## config.mk

```make
export PLATFORM = sky130hd
export DESIGN_NAME = game_state_ctl
export DESIGN_NICKNAME = d
export VERILOG_FILES = /design/src/rtl/game_state_ctl_pkg.sv /design/src/rtl/game_state_ctl_btn_sync_edge.sv /design/src/rtl/game_state_ctl.sv
export SDC_FILE = /design/constraint.sdc
export NUM_CORES = 1
export LEC_CHECK = 0
export BUFFER_PORTS_ARGS = -buffer_cell sky130_fd_sc_hd__buf_2
export CAP_MARGIN = 30
export CELL_PAD_IN_SITES_DETAIL_PLACEMENT = 0
export CELL_PAD_IN_SITES_GLOBAL_PLACEMENT = 1
export CORE_MARGIN = 5
export CORE_UTILIZATION = 40
export DETAILED_ROUTE_END_ITERATION = 6
export GPL_ROUTABILITY_DRIVEN = 1
export PLACE_DENSITY_LB_ADDON = 0.08
export SYNTH_ARGS = -nofsm -noshare
export SYNTH_HDL_FRONTEND = slang
export SYNTH_SLANG_ARGS = --single-unit
```

## constraint.sdc

```tcl
create_clock -name pclk -period 5.2 [get_ports pclk]
set_input_delay 0.78 -clock pclk [delete_from_list [all_inputs] [get_ports pclk]]
set_output_delay 0.78 -clock pclk [all_outputs]
set_load 0.005 [all_outputs]
```

## src/rtl/game_state_ctl_pkg.sv

```systemverilog
// Shared encodings for the game-flow sequencer: FSM states and frame counter width.
package game_state_ctl_pkg;

    localparam int unsigned StateW    = 3;
    localparam int unsigned FrameCntW = 8;

    typedef enum logic [StateW-1:0] {
        StIdle    = 3'd0,
        StPlay    = 3'd1,
        StFreeze  = 3'd2,
        StOver    = 3'd3,
        StRestart = 3'd4
    } state_e;

    // Snake/score logic is held in reset whenever no game is on the board.
    function automatic logic holds_snake_rst(state_e st);
        return (st == StIdle) || (st == StRestart);
    endfunction

endpackage

```

## src/rtl/game_state_ctl_btn_sync_edge.sv

```systemverilog
// Two-flop synchronizer for an asynchronous button plus a registered one-cycle rising-edge pulse.
module game_state_ctl_btn_sync_edge (
    input  logic clk_i,
    input  logic rst_i,
    input  logic d_i,
    output logic pulse_o
);

    logic sync1_q, sync2_q, prev_q, pulse_q;

    always_ff @(posedge clk_i or posedge rst_i) begin
        if (rst_i) begin
            sync1_q <= 1'b0;
            sync2_q <= 1'b0;
            prev_q  <= 1'b0;
            pulse_q <= 1'b0;
        end else begin
            sync1_q <= d_i;
            sync2_q <= sync1_q;
            prev_q  <= sync2_q;
            pulse_q <= sync2_q & ~prev_q;
        end
    end

    assign pulse_o = pulse_q;

endmodule

```

## src/rtl/game_state_ctl.sv

```systemverilog
// Game-flow sequencer: IDLE/PLAY/FREEZE/OVER/RESTART with frame-aligned GAME OVER banner.
// Define GAME_OVER_BLINK_EN to make the banner blink while in OVER.
module game_state_ctl #(
    parameter int unsigned FREEZE_FRAMES = 60,
    parameter int unsigned HOLD_FRAMES   = 120,
    parameter int unsigned BLINK_FRAMES  = 30
) (
    input  logic       pclk,
    input  logic       rst,
    input  logic       vblnk_in,
    input  logic       collision,
    input  logic       btn_start,
    output logic       game_over,
    output logic       run,
    output logic       snake_rst,
    output logic [2:0] state
);
    import game_state_ctl_pkg::*;

    localparam logic [FrameCntW-1:0] CntOne     = 1;
    localparam logic [FrameCntW-1:0] FreezeLast = FrameCntW'(FREEZE_FRAMES - 1);
    localparam logic [FrameCntW-1:0] HoldCnt    = FrameCntW'(HOLD_FRAMES);

    state_e                 state_q, state_d;
    logic [FrameCntW-1:0]   frame_cnt_q, frame_cnt_d;
    logic                   game_over_q, game_over_d;
    logic                   run_q, snake_rst_q;
    logic                   vblnk_q;
    logic                   frame_tick, btn_press;

    assign frame_tick = vblnk_in & ~vblnk_q;

    game_state_ctl_btn_sync_edge u_btn_sync (
        .clk_i   (pclk),
        .rst_i   (rst),
        .d_i     (btn_start),
        .pulse_o (btn_press)
    );

    always_comb begin
        state_d     = state_q;
        frame_cnt_d = frame_cnt_q;
        case (state_q)
            StIdle: begin
                if (btn_press) state_d = StRestart;
            end
            StRestart: begin
                if (frame_tick) begin
                    state_d     = StPlay;
                    frame_cnt_d = '0;
                end
            end
            StPlay: begin
                if (collision) begin
                    state_d     = StFreeze;
                    frame_cnt_d = '0;
                end
            end
            StFreeze: begin
                if (frame_tick) begin
                    if (frame_cnt_q == FreezeLast) begin
                        state_d     = StOver;
                        frame_cnt_d = '0;
                    end else begin
                        frame_cnt_d = frame_cnt_q + CntOne;
                    end
                end
            end
            StOver: begin
                // The press is judged against the count before this cycle's tick.
                if (btn_press && frame_cnt_q == HoldCnt) state_d = StRestart;
                if (frame_tick && frame_cnt_q != HoldCnt) frame_cnt_d = frame_cnt_q + CntOne;
            end
            default: state_d = StIdle;
        endcase
    end

`ifdef GAME_OVER_BLINK_EN
    localparam logic [FrameCntW-1:0] BlinkLast = FrameCntW'(BLINK_FRAMES - 1);

    logic [FrameCntW-1:0] blink_cnt_q, blink_cnt_d;

    always_comb begin
        game_over_d = game_over_q;
        blink_cnt_d = blink_cnt_q;
        if (frame_tick) begin
            if (state_d != StOver) begin
                game_over_d = 1'b0;
                blink_cnt_d = '0;
            end else if (state_q != StOver) begin
                game_over_d = 1'b1;
                blink_cnt_d = '0;
            end else if (blink_cnt_q == BlinkLast) begin
                game_over_d = ~game_over_q;
                blink_cnt_d = '0;
            end else begin
                blink_cnt_d = blink_cnt_q + CntOne;
            end
        end
    end

    always_ff @(posedge pclk or posedge rst) begin
        if (rst) blink_cnt_q <= '0;
        else     blink_cnt_q <= blink_cnt_d;
    end
`else
    always_comb begin
        game_over_d = game_over_q;
        if (frame_tick) game_over_d = (state_d == StOver);
    end
`endif

    always_ff @(posedge pclk or posedge rst) begin
        if (rst) begin
            state_q     <= StIdle;
            frame_cnt_q <= '0;
            game_over_q <= 1'b0;
            run_q       <= 1'b0;
            snake_rst_q <= 1'b1;
            vblnk_q     <= 1'b0;
        end else begin
            state_q     <= state_d;
            frame_cnt_q <= frame_cnt_d;
            game_over_q <= game_over_d;
            run_q       <= (state_d == StPlay);
            snake_rst_q <= holds_snake_rst(state_d);
            vblnk_q     <= vblnk_in;
        end
    end

    assign game_over = game_over_q;
    assign run       = run_q;
    assign snake_rst = snake_rst_q;
    assign state     = state_q;

endmodule
```

==> results.py, run 1 <==
metrics = {
    "run_status": {
        "status": "finished, final reports clean",
    },
    "timing": {
        "layout_setup_ws_ps": 3060,
        "period_share_pct": 41.1,
        "tns_ps": 0,
        "finClkSkew_ps": 7.16,
        "tightest_slew_ps": 710,
        "maxSlewHeadroom_pct": 52.6,
        "hold_viol": 0,
        "whs_ps": 370,
        "min_period_ps": 2140,
        "setup_viol_count_final": 0,
        "fmax_mhz": 468,
        "drv_slew": 0,
        "rsz0062_at_grt": "no",
    },
    "drt": {
        "drtPass1Iterations": 4,
        "drc": 0,
        "routed_wl_um": 1890,
        "drtAntennaViolNets": 0,
        "drt_iter0_markers": 24,
        "wl_per_cell_um": 13.6,
        "viasPerCell": 5.32,
        "num_vias": 740,
    },
    "clock_network": {
        "cts-htree-levels": 1,
        "cts_resized": 0,
        "post_cts_buffers": 0,
        "cts_hold_buf": 0,
        "clk_latency_ps": 300,
        "clockBufferDepth": 2,
        "cts.sinks": 19,
        "root_buffer": "clkbuf_4",
        "clk_pin_slew_ps": 110,
        "cts_buffers": 3,
        "cts_tree": "built",
    },
    "critical_path": {
        "rrSetupSlack_ps": 3060,
        "start_kind": "register",
        "critPathKind": "reg2reg",
        "end_kind": "register",
        "path_max_fanout": 7,
        "worstPathRequired_ps": 5380,
        "critPathArrivalTime_ps": 2310,
    },
    "global_route": {
        "grt-ovfl-total": 0,
        "antenna_found_initial": 0,
        "grt_pass1_wl_um": 3200,
        "grt_use_total_pct": 11.8,
        "grt_start_max_net_pins": 20,
        "grt_pass1_vias": 692,
    },
    "yosys": {
        "synth-main-ff-cell": "dfrtp_1",
        "synth_cell_types": 35,
        "syn_area_um2": 992,
        "synth.largest_area_cell": "dfrtp_1",
        "synth_cells": 98,
        "async_flop_share_pct": 100,
        "yosysWarnings": 0,
        "synthesis.nets": 105,
        "synth_top_area_share_pct": 45.4,
        "ys_ff_latch": 19,
        "syn-mean-instance-area_um2": 10.1,
        "synth_edf_count": 0,
        "synth_area_leaders": "dfrtp_1, nor2_1, o31ai_1, o21ai_0, dfstp_2",
        "seq_area_frac_synth_pct": 48.0,
    },
    "placement": {
        "placedCellCount": 135,
        "place_hpwl_um": 1370,
        "pre_cts_slack_ps": 2970,
        "place_congestion": 0.720,
        "portBuffers": 10,
        "placed_area_um2": 1060,
    },
    "cells_and_area": {
        "finalNonFillerCells": 139,
        "final_cell_mix": "dfrtp_1, nor2_1, buf_2",
        "drive_above_1_share_pct": 21.1,
        "final_design_area_no_fill_um2": 1090,
        "insertedDiodeCount": 0,
        "final_common_cell": "dfrtp_1",
        "fin_nets": 117,
        "area_delta_synth_final_pct": 9.46,
    },
    "power_and_ir_drop": {
        "p_leak_uw": 0.000464,
        "power_density_nw_per_um2": 386,
        "ir_worst_vdd_mv": 0.191,
    },
    "floorplan": {
        "ios": 11,
        "die_x_um": 59.8,
        "fp.dieH_um": 59.8,
        "die_area_um2": 3580,
        "rows": 18,
        "start_util_pct": 40.8,
        "coreArea_um2": 2430,
    },
    "hold_path": {
        "hold_path_class": "reg2reg",
    },
    "run": {
        "cap_violations": 0,
    },
}
## cell usage after synthesis (all sizes together) (2+ instances only)
cell,count
a21oi,2
and4,2
buf,3
dfrtp,18
ha,2
inv,5
nand2,7
nand2b,4
nand3,5
nor2,11
nor2b,4
nor3,3
o21ai,10
o22ai,2
o31ai,7
## where the power goes
group	leakage (uW)	switching, uW	internal [uW]
Sequential	0.000246	42.9	179
Combinational	0.000199	68.3	54.2
Clock	0.0000177	46.3	28.6
Total	0.000464	157	261
## metrics by stage
| step | utilization (%) | total power, uW |
|---|---|---|
| final | 44.7 | 419 |
| after global placement | 43.5 | 350 |
| after CTS | 44.7 | 424 |
| after global routing | 44.7 | 451 |
| after floorplan | - | 311 |
| after detailed placement | 43.5 | 348 |
## routing by layer
layer	global-route usage [%]	wire length [um]
met1	17.6	935
met2	16.8	862
met3	1.94	79
met4	4.75	15
met5	0	0
## final timing paths
kind / to / startpoint / cells after the start
setup reg to reg: frame_cnt_q[4] / frame_cnt_q[0] / 5
setup / recovery: frame_cnt_q[4] / frame_cnt_q[0] / 5
min in group asynchronous: state[1] / rst / 2
hold / removal: u_btn_sync.sync2_q / u_btn_sync.sync1_q / 0
max in group asynchronous: vblnk_q / rst / 2
hold reg to reg: u_btn_sync.sync2_q / u_btn_sync.sync1_q / 0
## layout make-up
cell class | count | area [um2]
Tap cell | 30 | 37.5
Sequential cell | 19 | 477
Timing Repair Buffer | 10 | 50.0
Inverter | 5 | 18.8
Clock buffer | 3 | 22.5
Multi-Input combinational cell | 71 | 475
Fill cell | 248 | 1350
Clock inverter | 1 | 5.00
## sequential cells by signal (all words and copies together), names as in the netlist
register	flops
frame_cnt_q	8
state	3
game_over	1
run	1
snake_rst	1
u_btn_sync.prev_q	1
u_btn_sync.pulse_o	1
u_btn_sync.sync1_q	1
u_btn_sync.sync2_q	1
vblnk_q	1
## worst max-delay path, cell delays in order (launching register included)
cell     delay [ps]
dfrtp_1         440
ha_1            280
or4b_4          510
o31ai_4         340
or2_1           340
o31ai_1         120
## cells by family after synthesis
logic type / share of synthesized area [%]
AO/OA/AOI/OAI: 22.2
adder cells (fa/ha/maj): 2.52
buffers and inverters: 4.04
flip-flops: 48.0
AND/OR/NAND/NOR: 23.2
Note: power is estimated with default switching activity, not from simulation.
==> run 2, diff against run 1 <==
--- a/config.mk
+++ b/config.mk
@@ -10,7 +10,7 @@
 export CELL_PAD_IN_SITES_DETAIL_PLACEMENT = 0
 export CELL_PAD_IN_SITES_GLOBAL_PLACEMENT = 1
 export CORE_MARGIN = 5
-export CORE_UTILIZATION = 40
+export CORE_UTILIZATION = 39
 export DETAILED_ROUTE_END_ITERATION = 6
 export GPL_ROUTABILITY_DRIVEN = 1
 export PLACE_DENSITY_LB_ADDON = 0.08
==> constraint.sdc (replaced) <==
create_clock -name pclk -period 1.8 [get_ports pclk]
set_input_delay 0.27 -clock pclk [delete_from_list [all_inputs] [get_ports pclk]]
set_output_delay 0.27 -clock pclk [all_outputs]
set_load 0.005 [all_outputs]
==> results.py, run 2 (synthesized netlist as in run 1, its figures left out) <==
metrics = {
    "timing": {
        "period_share_pct": 104,
        "min_period_ps": 1870,
        "maxSlewHeadroom_pct": 80.5,
        "fmax_mhz": 535,
        "tightest_slew_ps": 293,
        "finClkSkew_ps": 10.0,
        "tns_ps": -225,
        "hold_viol": 0,
        "setup_viol_count_final": 5,
        "layout_setup_ws_ps": -70.4,
        "drv_slew": 0,
        "rsz0062_at_grt": "yes",
    },
    "power_and_ir_drop": {
        "p_leak_uw": 0.000541,
        "ir_worst_vdd_mv": 0.785,
        "power_density_nw_per_um2": 1110,
        "power_uw": 1370,
    },
    "placement": {
        "place_hpwl_um": 1530,
        "placed_area_um2": 1170,
        "pre_cts_slack_ps": -82.5,
        "place_congestion": 0.764,
        "placedCellCount": 149,
        "portBuffers": 10,
    },
    "cells_and_area": {
        "fin_nets": 134,
        "insertedDiodeCount": 0,
        "final_common_cell": "dfrtp_1",
        "largest_reg_flops": 8,
        "multi_input_area_um2": 489,
        "area_delta_synth_final_pct": 24.2,
        "seq_area_um2": 477,
        "regMostFlops": "frame_cnt_q",
        "final_cell_mix": "dfrtp_1, buf_4, nor2_1",
        "finalNonFillerCells": 156,
        "final_design_area_no_fill_um2": 1230,
        "num-fill-cells": 243,
        "drive_above_1_share_pct": 34.1,
    },
    "floorplan": {
        "start_util_pct": 40.4,
        "coreArea_um2": 2450,
        "fp.dieH_um": 60.4,
        "ios": 11,
        "rows": 18,
        "die_area_um2": 3650,
        "die_x_um": 60.4,
    },
    "clock_network": {
        "cts_buffers": 3,
        "clk_latency_ps": 300,
        "clk_pin_slew_ps": 120,
        "cts_tree": "built",
        "clockBufferDepth": 2,
        "cts.sinks": 19,
        "root_buffer": "clkbuf_4",
        "cts-htree-levels": 1,
    },
    "critical_path": {
        "end_kind": "register",
        "crit_end": "frame_cnt_q[7]",
        "worstPathRequired_ps": 1990,
        "crit_family": "compound AO/OA/AOI/OAI gates",
        "critPathLaunch": "frame_cnt_q[0]",
        "critPathArrivalTime_ps": 2060,
        "slowest_delay_ps": 480,
        "r2r-end": "frame_cnt_q[7]",
        "critPathKind": "reg2reg",
        "path_buf_inv": 1,
        "r2r-start": "frame_cnt_q[0]",
        "path_max_fanout": 5,
        "path_cells": "ha_2, or4b_4, o31ai_4, buf_4, a21oi_2, o21ai_1, o31ai_2",
        "rrSetupSlack_ps": -70,
        "crit_path_top_delay_cell": "or4b_4",
        "worst_r2r_path_depth": 7,
        "start_kind": "register",
        "worstSetupPathDepth": 7,
    },
    "drt": {
        "drtPass1Iterations": 4,
        "routed_wl_um": 2040,
        "drtAntennaViolNets": 0,
        "drt_iter0_markers": 36,
        "num_vias": 806,
        "drc": 0,
        "viasPerCell": 5.17,
        "wl_per_cell_um": 13.1,
    },
    "global_route": {
        "grt_start_max_net_pins": 20,
        "grt_pass1_vias": 761,
        "grt_pass1_wl_um": 3570,
        "grt-ovfl-total": 0,
        "antenna_found_initial": 0,
        "grt_use_total_pct": 13.4,
    },
    "run_status": {
        "status": "complete, but fails checks",
        "violations": "setup timing",
    },
    "run": {
        "cap_violations": 0,
    },
    "hold_path": {
        "hold_path_class": "in2reg",
    },
}
-- run 2: routing by layer --
metal	up-vias	share of wire [%]	GRT usage, %
li1	410	-	-
met5	-	0	0
met2	16	45	20.5
met1	378	50	18.3
met4	0	0.73	3.72
met3	2	4.5	4.47
-- run 2: timing repair --
item | CTS | global route
cloned | 0 | 0
pin swaps | 0 | 1
endpoints found under the hold margin | 18 | 0
setup endpoints to repair | 7 | 9
resized for setup | 5 | 2
buffers inserted | 0 | 2
hold buffers | 1 | 0
-- run 2: report_power, final --
| group | internal (uW) | switching [uW] |
|---|---|---|
| sequential | 516 | 76.0 |
| clock | 84.7 | 141 |
| combinational | 268 | 285 |
| total | 869 | 501 |
-- run 2: layout make-up --
type                    count  share of cell area, %
inverters                   5                   1.52
clock inverters             1                  0.609
well taps                  30                   3.05
repair buffers             27                   14.6
multi-input cells          71                   39.7
clock buffers               3                   1.83
flip-flops and latches     19                   38.7
-- run 2: through the flow --
step / utilization [%] / hold WS, ps
after floorplan: - / 220
after CTS: 49.2 / 45.7
after global placement: 47.5 / 299
final: 50.2 / 60.0
after detailed placement: 47.5 / 311
after global routing: 50.2 / 33.8
-- run 2: how the worst min path moves through the flow --
stage	start	endpoint	slack, ps	cells after the start
after floorplan	rst	frame_cnt_q[0]	220	1
final	btn_start	u_btn_sync.sync1_q	60	1
after global placement	rst	state[1]	300	3
after global routing	btn_start	u_btn_sync.sync1_q	30	1
after detailed placement	rst	state[1]	310	3
after CTS	btn_start	u_btn_sync.sync1_q	50	1
